## config.mk

```make
export PLATFORM = sky130hd
export DESIGN_NAME = a0_trace_fifo
export DESIGN_NICKNAME = d
export VERILOG_FILES = /design/src/rtl/a0_trace_fifo.sv
export SDC_FILE = /design/constraint.sdc
export NUM_CORES = 1
export LEC_CHECK = 0
export CAP_MARGIN = 0
export CORE_UTILIZATION = 45
export CTS_CLUSTER_DIAMETER = 100
export CTS_CLUSTER_SIZE = 20
export DETAILED_ROUTE_END_ITERATION = 16
export DONT_BUFFER_PORTS = 1
export GPL_TIMING_DRIVEN = 1
export HOLD_SLACK_MARGIN = 0.05
export PLACE_DENSITY_LB_ADDON = 0.3
export SETUP_SLACK_MARGIN = 0.2
export SLEW_MARGIN = 30
export SYNTH_ARGS = -nofsm -noshare
export SYNTH_HDL_FRONTEND = slang
export SYNTH_SLANG_ARGS = --single-unit
export TNS_END_PERCENT = 5
```

## constraint.sdc

```tcl
create_clock -name clk -period 4.35 [get_ports clk]
set_input_delay 0.2175 -clock clk [delete_from_list [all_inputs] [get_ports clk]]
set_output_delay 0.2175 -clock clk [all_outputs]
set_load 0.005 [all_outputs]
```

## src/rtl/a0_trace_fifo.sv

```systemverilog
// a0_trace_fifo: watches the CPU a0 bus, queues each value change in a small
// FIFO and drains it over a valid/ready handshake so slow sinks never stall
// the core.
// Optional build macro A0_TRACE_TIMESTAMP_EN adds a free-running cycle
// counter, stores its value with every entry and exposes it on out_stamp.
module a0_trace_fifo #(
    parameter int DATA_WIDTH = 32,
    parameter int DEPTH      = 8
) (
    input  logic                    clk,
    input  logic                    rst,
    input  logic [DATA_WIDTH-1:0]   a0_in,
    input  logic                    capture_en,
    input  logic                    clr_ovf,
    output logic                    out_valid,
    input  logic                    out_ready,
    output logic [DATA_WIDTH-1:0]   out_data,
`ifdef A0_TRACE_TIMESTAMP_EN
    output logic [31:0]             out_stamp,
`endif
    output logic [$clog2(DEPTH):0]  count,
    output logic                    overflow
);

    localparam int AW = $clog2(DEPTH);
    localparam int CW = AW + 1;

    logic [AW-1:0]         wr_ptr_q, wr_ptr_d;
    logic [AW-1:0]         rd_ptr_q, rd_ptr_d;
    logic [CW-1:0]         count_q, count_d;
    logic                  ovf_q, ovf_d;
    logic [DATA_WIDTH-1:0] last_val_q, last_val_d;
    logic                  last_vld_q, last_vld_d;
    logic [DATA_WIDTH-1:0] mem_q [DEPTH];

    logic change, pop, full, push_ok, drop;

    // Handshake, change detection and push/drop decisions.
    always_comb begin
        change    = capture_en & (~last_vld_q | (a0_in != last_val_q));
        out_valid = (count_q != '0);
        full      = (count_q == CW'(DEPTH));
        pop       = out_valid & out_ready;
        // A full FIFO still accepts a push when the head leaves in the same
        // cycle; the write lands in the slot being vacated.
        push_ok   = change & (~full | pop);
        drop      = change & full & ~pop;
    end

    // Next-state for pointers, occupancy, overflow flag and last-seen value.
    always_comb begin
        wr_ptr_d   = wr_ptr_q;
        rd_ptr_d   = rd_ptr_q;
        count_d    = count_q;
        ovf_d      = ovf_q;
        last_val_d = last_val_q;
        last_vld_d = last_vld_q;

        if (push_ok) wr_ptr_d = wr_ptr_q + AW'(1);
        if (pop)     rd_ptr_d = rd_ptr_q + AW'(1);

        case ({push_ok, pop})
            2'b10:   count_d = count_q + CW'(1);
            2'b01:   count_d = count_q - CW'(1);
            default: count_d = count_q;
        endcase

        // A drop in the same cycle as a clear leaves the flag set.
        if (clr_ovf) ovf_d = 1'b0;
        if (drop)    ovf_d = 1'b1;

        // last_val follows every change, even one that gets dropped.
        if (change) begin
            last_val_d = a0_in;
            last_vld_d = 1'b1;
        end
    end

    // Control state register with synchronous active-low reset.
    always_ff @(posedge clk) begin
        if (!rst) begin
            wr_ptr_q   <= '0;
            rd_ptr_q   <= '0;
            count_q    <= '0;
            ovf_q      <= 1'b0;
            last_val_q <= '0;
            last_vld_q <= 1'b0;
        end else begin
            wr_ptr_q   <= wr_ptr_d;
            rd_ptr_q   <= rd_ptr_d;
            count_q    <= count_d;
            ovf_q      <= ovf_d;
            last_val_q <= last_val_d;
            last_vld_q <= last_vld_d;
        end
    end

    // Entry storage; contents are don't-care until written, so no reset.
    always_ff @(posedge clk) begin
        if (rst && push_ok) mem_q[wr_ptr_q] <= a0_in;
    end

    // Head of queue, forced to zero while empty.
    always_comb begin
        out_data = out_valid ? mem_q[rd_ptr_q] : '0;
        count    = count_q;
        overflow = ovf_q;
    end

`ifdef A0_TRACE_TIMESTAMP_EN
    logic [31:0] cyc_q;
    logic [31:0] stamp_q [DEPTH];

    // Free-running cycle counter; wraps naturally at 2^32.
    always_ff @(posedge clk) begin
        if (!rst) cyc_q <= '0;
        else      cyc_q <= cyc_q + 32'd1;
    end

    // Timestamp storage, written alongside the data entry.
    always_ff @(posedge clk) begin
        if (rst && push_ok) stamp_q[wr_ptr_q] <= cyc_q;
    end

    // Stamp aligned with out_data, zero while empty.
    always_comb begin
        out_stamp = out_valid ? stamp_q[rd_ptr_q] : 32'd0;
    end
`endif

endmodule

```

After elaboration in Yosys (flattened, before gate mapping)
Memory sizes are Yosys's and may differ from the RTL's. A register that Yosys moved wholly into a read port is not among the register bits.
Cells that the tools add are included.
- flip-flop bits (word level): 44
- bits in writable memories: 256
- input port bits: 37
- output and inout port bits: 38
- word-level logic and storage cells: 37
- memories: 1
- add/subtract/negate cells: 4
- equality and inequality tests: 4
- mux-type cells: 8
- bitwise gates (word level): 10
- reductions and logical operators: 4
- memories (name ; depth ; width ; read ports ; clocked after memory_dff ; write ports ; line ; source):
    mem_q ; 8 ; 32 ; 1 ; 1 ; 1 ; 34 ; logic [DATA_WIDTH-1:0] mem_q [DEPTH];
- operators with widths (cell ; number):
    $mux 32 ; 1
    $ne 32x32->1 ; 1
    $pmux 4 s2 ; 1
    $add 3x1->3 const B ; 2
    $mux 3 ; 2
    $and 1x1->1 ; 5
    $add 4x1->4 const B ; 1
    $eq 4x4->1 const B ; 1
    $mux 1 ; 4
    $reduce_bool 2->1 ; 2
    $reduce_bool 4->1 ; 1
    $sub 4x1->4 const B ; 1
    $not 1->1 ; 3
    $eq 2x1->1 const B ; 1
    $eq 2x2->1 const B ; 1
    $or 1x1->1 ; 2
    $logic_and 1x1->1 ; 1

Longest topological paths before layout
- depth in word-level cells: 7
- gate-level depth with buffers: 13
- depth with buffers taken out: 12

Worst setup path before layout
Ideal clock, no wire load.
- kind: flip-flop to flip-flop
- from: reg last_val_q[2]
- to: mem mem_q[0][0], enable pin
- library setup time: 0.502 ns
- arrival time: 4.171 ns
- required time: 3.848 ns
- path slack: -0.322 ns
- cell stages (with the launch flop): 8
- buffers on the path: 1
- clock period less this slack: 4.672 ns
- cells stage by stage: dfxtp_1 -> xor2_1 -> nor4_1 -> nand4_1 -> o31ai_4 -> nand2b_1 -> buf_2 -> nor4_1
- word-level cells in the longest chain between the ends: 7
- RTL lines (item ; line ; source):
    start: declaration ; 32 ; logic [DATA_WIDTH-1:0] last_val_q, last_val_d;
    start signal: assignment ; 93 ; last_val_q <= last_val_d;
    $ne 32x32->1 ; 40 ; change = capture_en & (~last_vld_q | (a0_in != last_val_q));
    $or 1x1->1 ; 40 ;
    $and 1x1->1 ; 40 ;
    $and 1x1->1 ; 46 ; push_ok = change & (~full | pop);
    $logic_and 1x1->1 ; 100 ; if (rst && push_ok) mem_q[wr_ptr_q] <= a0_in;
    $mux 1 ; 100 ;
    $mux 1 (implied by the code) ; 100 ;
    end: declaration ; 34 ;
Every way passes these cells.

Final worst setup path
- from: reg last_val_q[24]
- to: reg count_q[3] (netlist: count[3])
- word-level cells in the longest chain between the ends: 6
- elaborated cells between the ends (all ways): 8
- those cells by class: 3 x eq/ne; 1 x mux; 3 x bitwise; 1 x reduce/logical
- RTL lines (item ; line ; source):
    $ne 32x32->1 * ; 40 ;
    $or 1x1->1 * ; 40 ;
    $and 1x1->1 * ; 40 ;
    $and 1x1->1 * ; 46 ;
    $eq 2x1->1 / $eq 2x2->1 (equally long branches) ; 62 ; case ({push_ok, pop})
    $pmux 4 s2 / $reduce_bool 2->1 (equally long branches) ; - ;
    end signal: assignment ; 91 ; count_q <= count_d;
    end: declaration ; 30 ; logic [CW-1:0] count_q, count_d;
Mark *: on every way between the ends. The rest lies on a longest branch, timed or not.
A chain may end at the register's enable or synchronous reset.

==> impl_summary.log <==
INFO  metric outcome = completed
INFO  metric layout_setup_ws = 1.034 ns
INFO  metric timing.clock.skew = roughly 0.026 ns
INFO  metric tightest_slew = 0.8573 ns
INFO  metric quantity_of_hold_fixing_buffers_added_after_cts = 36
INFO  metric cts.path.max_buffers = 3
INFO  metric detail_route.first_pass.iterations = 4
INFO  metric cts_post_setup_buffers_inserted = 0
INFO  metric final-max-slew-violation-count = 0
INFO  metric clkSinkCount = approximately 300
INFO  metric rsz0062_at_grt = false
INFO  metric synth_nets = 683
INFO  metric grt_max_degree = 43
INFO  metric finalSetupViolCount = 0
INFO  metric cp-end-kind = flop
INFO  metric path_max_fanout = 11
INFO  metric layout.nets = 729
INFO  metric max_stage_delay = 0.60 ns
INFO  metric synthDistinctLibCells = 31
INFO  metric layout_common_cells = 256 x sky130_fd_sc_hd__edfxtp_1, 73 x sky130_fd_sc_hd__nor2_1, 65 x sky130_fd_sc_hd__mux2i_1
INFO  metric cp_data_arrival_time = 3.67 ns
INFO  metric die_y = 164.4 um
INFO  metric maxCapViolCount = 0
INFO  metric postRouteAntennaNets = 0
INFO  metric global_route.usage.total = around a fifth
INFO  metric met3RoutedLength = 1.109 mm
INFO  metric report.final.hold_viol_count = 0
INFO  metric post_cts.resized_instances = 0
INFO  metric via_count_of_the_first_global_routing_pass = 6,015
INFO  metric crit_path_top_delay_cell = sky130_fd_sc_hd__o31ai_4
INFO  metric finalWeightedCongestion = 0.8306
INFO  metric register_area_share_after_synthesis = between 70 and 80%
INFO  metric critical_path.reg2reg.startpoint = last_val_q[24]
INFO  metric worst_vdd_ir = 0.6686 mV
INFO  metric netlist_area = 0.01186 sq mm
INFO  metric die-width = 164.4 um
INFO  metric timing.fmax = around 0.30 GHz
INFO  metric initial_utilization = 45.65%
INFO  metric mostFrequentLayoutCell = sky130_fd_sc_hd__edfxtp_1
INFO  metric floorplan.die_area = approximately 0.027 sq mm
INFO  metric period_needed = 3.316 ns
INFO  metric synth.ff_latch_count = 303
INFO  metric synthArstFlopShare = 0%
INFO  metric clk_pin_slew_worst_paths = approximately 0.08 ns
INFO  metric required = roughly 4.7 ns
INFO  metric family_of_cells_with_the_greatest_summed_delay_on_the_critical_path = simple AND/OR/NAND/NOR gates
INFO  metric setup_tns = 0 ns
INFO  metric startpoint_of_the_worst_setup_timing_path = last_val_q[24]
INFO  metric core = 0.02598 sq mm
INFO  metric crit_chain = xor2_1 -> nor4_1 -> nand3_1 -> o31ai_4 -> nand2_1 -> inv_1 -> ha_1 -> a21o_1 -> a21oi_1 -> and3_1 -> o21ai_0 -> nor3b_1
INFO  metric final.fill_count = 2,092
INFO  metric viasPerCell = 5.610
INFO  metric cts_root_buf = sky130_fd_sc_hd__clkbuf_16
INFO  metric post-dp-hpwl = 13.68 mm
INFO  metric drt_iter0_markers = 481
INFO  metric grt_first_pass_wirelength = 36.99 mm
INFO  metric port_buffers = 0
INFO  metric antenna_violations_before_repair = 1
INFO  metric detail_route.wl_per_cell = about 24 um
INFO  metric number_of_clock_buffers_inserted_by_tritoncts = 19
INFO  metric number_of_drc_violations_after_detailed_routing = 0
INFO  metric period_share = 76.23%
INFO  metric met1Wirelength = 10.75 mm
INFO  metric slew_headroom = 42.85%
INFO  metric yosysWarnings = 0
INFO  metric ys.flop_type = sky130_fd_sc_hd__edfxtp_1
INFO  metric tritoncts = built
INFO  metric holdCritStartpoint = out_ready
INFO  metric hp-class = in2reg
INFO  metric wl_met2 = between 10 and 15 mm
INFO  metric area.growth.synth_to_final = 12.15%
INFO  metric syn_inst = 641
INFO  metric worstPathBufferInverterCount = 1
INFO  metric detailedPlace.worstSlack = around 1.2 ns
INFO  metric path_class = reg2reg
INFO  metric design.portCount = 75
INFO  metric p_leak = 4.295 nW
INFO  metric top_layer_used = met4
INFO  metric power = roughly 6.4 mW
INFO  metric ctsHtreeMaxLevel = 1
INFO  metric postRouteWirelength = 24.74 mm
INFO  metric grt_remaining_overflow = 0
INFO  metric pwr_density_cell = ~480 mW/mm^2
INFO  metric final_layout_size_suffix_gt1_share = 17.00%
INFO  metric cp-start-kind = flop
INFO  metric clock_insertion_delay_worst_skew = 0.51 ns
INFO  metric placement_rows = 59
INFO  metric synth_edf_count = about 260
INFO  metric postSynthAreaPerCell = ~19 sq um
INFO  metric vias = 5,812
## layer usage
| layer | global-route usage (%) | up-vias |
|---|---|---|
| li1 | - | 2579 |
| met1 | 25.62 | 3075 |
| met2 | 32.05 | 126 |
| met3 | 2.955 | 32 |
| met4 | 4.630 | 0 |
| met5 | 0 | - |
## report_power, final
group | total [mW] | internal (mW) | leakage [nW] | switching (mW)
clock network | 1.75 | 0.842 | 0.264 | 0.907
logic | 1.23 | 0.585 | 1.33 | 0.642
registers | 3.42 | 3.24 | 2.70 | 0.178
## synth_stat cells (2+ instances only)
library cell / count / share of area [%]
sky130_fd_sc_hd__buf_2: 10 / 0.42
sky130_fd_sc_hd__edfxtp_1: 256 / 65
sky130_fd_sc_hd__o21ai_0: 5 / 0.21
sky130_fd_sc_hd__xnor2_1: 4 / 0.30
sky130_fd_sc_hd__nor2_1: 74 / 2.3
sky130_fd_sc_hd__nor2b_1: 2 / 0.11
sky130_fd_sc_hd__nor4_1: 10 / 0.53
sky130_fd_sc_hd__nand3_1: 6 / 0.25
sky130_fd_sc_hd__inv_1: 6 / 0.19
sky130_fd_sc_hd__nand2b_1: 2 / 0.11
sky130_fd_sc_hd__mux2i_1: 65 / 5.5
sky130_fd_sc_hd__nand2_1: 10 / 0.32
sky130_fd_sc_hd__dfxtp_1: 47 / 7.9
sky130_fd_sc_hd__buf_1: 3 / 0.095
sky130_fd_sc_hd__clkbuf_1: 18 / 0.57
sky130_fd_sc_hd__nor3_1: 8 / 0.34
sky130_fd_sc_hd__a21oi_1: 4 / 0.17
sky130_fd_sc_hd__xor2_1: 32 / 2.4
sky130_fd_sc_hd__ha_1: 4 / 0.42
sky130_fd_sc_hd__mux4_2: 64 / 12
## layout make-up
cell class	instances	area (sq um)	area share, %
flip-flops and latches	303	8635	64.91
multi-input cells	300	3139	23.60
repair buffers	56	526.8	3.960
clock buffers	32	524.3	3.941
well taps	335	419.2	3.151
clock inverters	2	28.78	0.2163
inverters	7	27.53	0.2069
diodes	1	2.502	0.01881
## final timing paths
path,to,depth (start not counted),slack [ns]
max reg2reg,count[3],12,1.03
min reg2reg,last_vld_q,2,0.48
min,flop,3,0.11
max,count[3],12,1.03
## worst min-delay path, cell delays in order
cell and delay (ns):
sky130_fd_sc_hd__nor2b_1 0.17, sky130_fd_sc_hd__nand2_1 0.09, sky130_fd_sc_hd__a21oi_1 0.08
## through the flow
stage / hold WS [ns] / util (%) / instances / cell area (sq um)
3_5_place_dp: 0.3167 / 47.63 / 964 / 12380
4_1_cts: 0.1027 / 51.14 / 1034 / 13290
3_3_place_gp: 0.3169 / 47.62 / 964 / 12370
5_1_grt: 0.1534 / 51.18 / 1035 / 13300
6_report: 0.1118 / 51.19 / 1036 / 13300
2_1_floorplan: 0.3164 / - / 641 / 11860
## flip-flops by register name (all words and copies together), names as in the netlist, named ones only
signal      count
overflow        1
count           4
wr_ptr_q        3
last_vld_q      1
mem_q         256
last_val_q     32
rd_ptr_q        3
## kinds of logic after synthesis
kind of cell / count (synthesis) / synth area share [%]
simple gates: 118 / 4.378
mux: 129 / 17.64
buf+inv: 38 / 1.308
xor+xnor: 36 / 2.658
flops: 303 / 72.74
compound gates: 12 / 0.6857
fa+ha+maj: 5 / 0.5907
(Power assumes the default switching activity.)
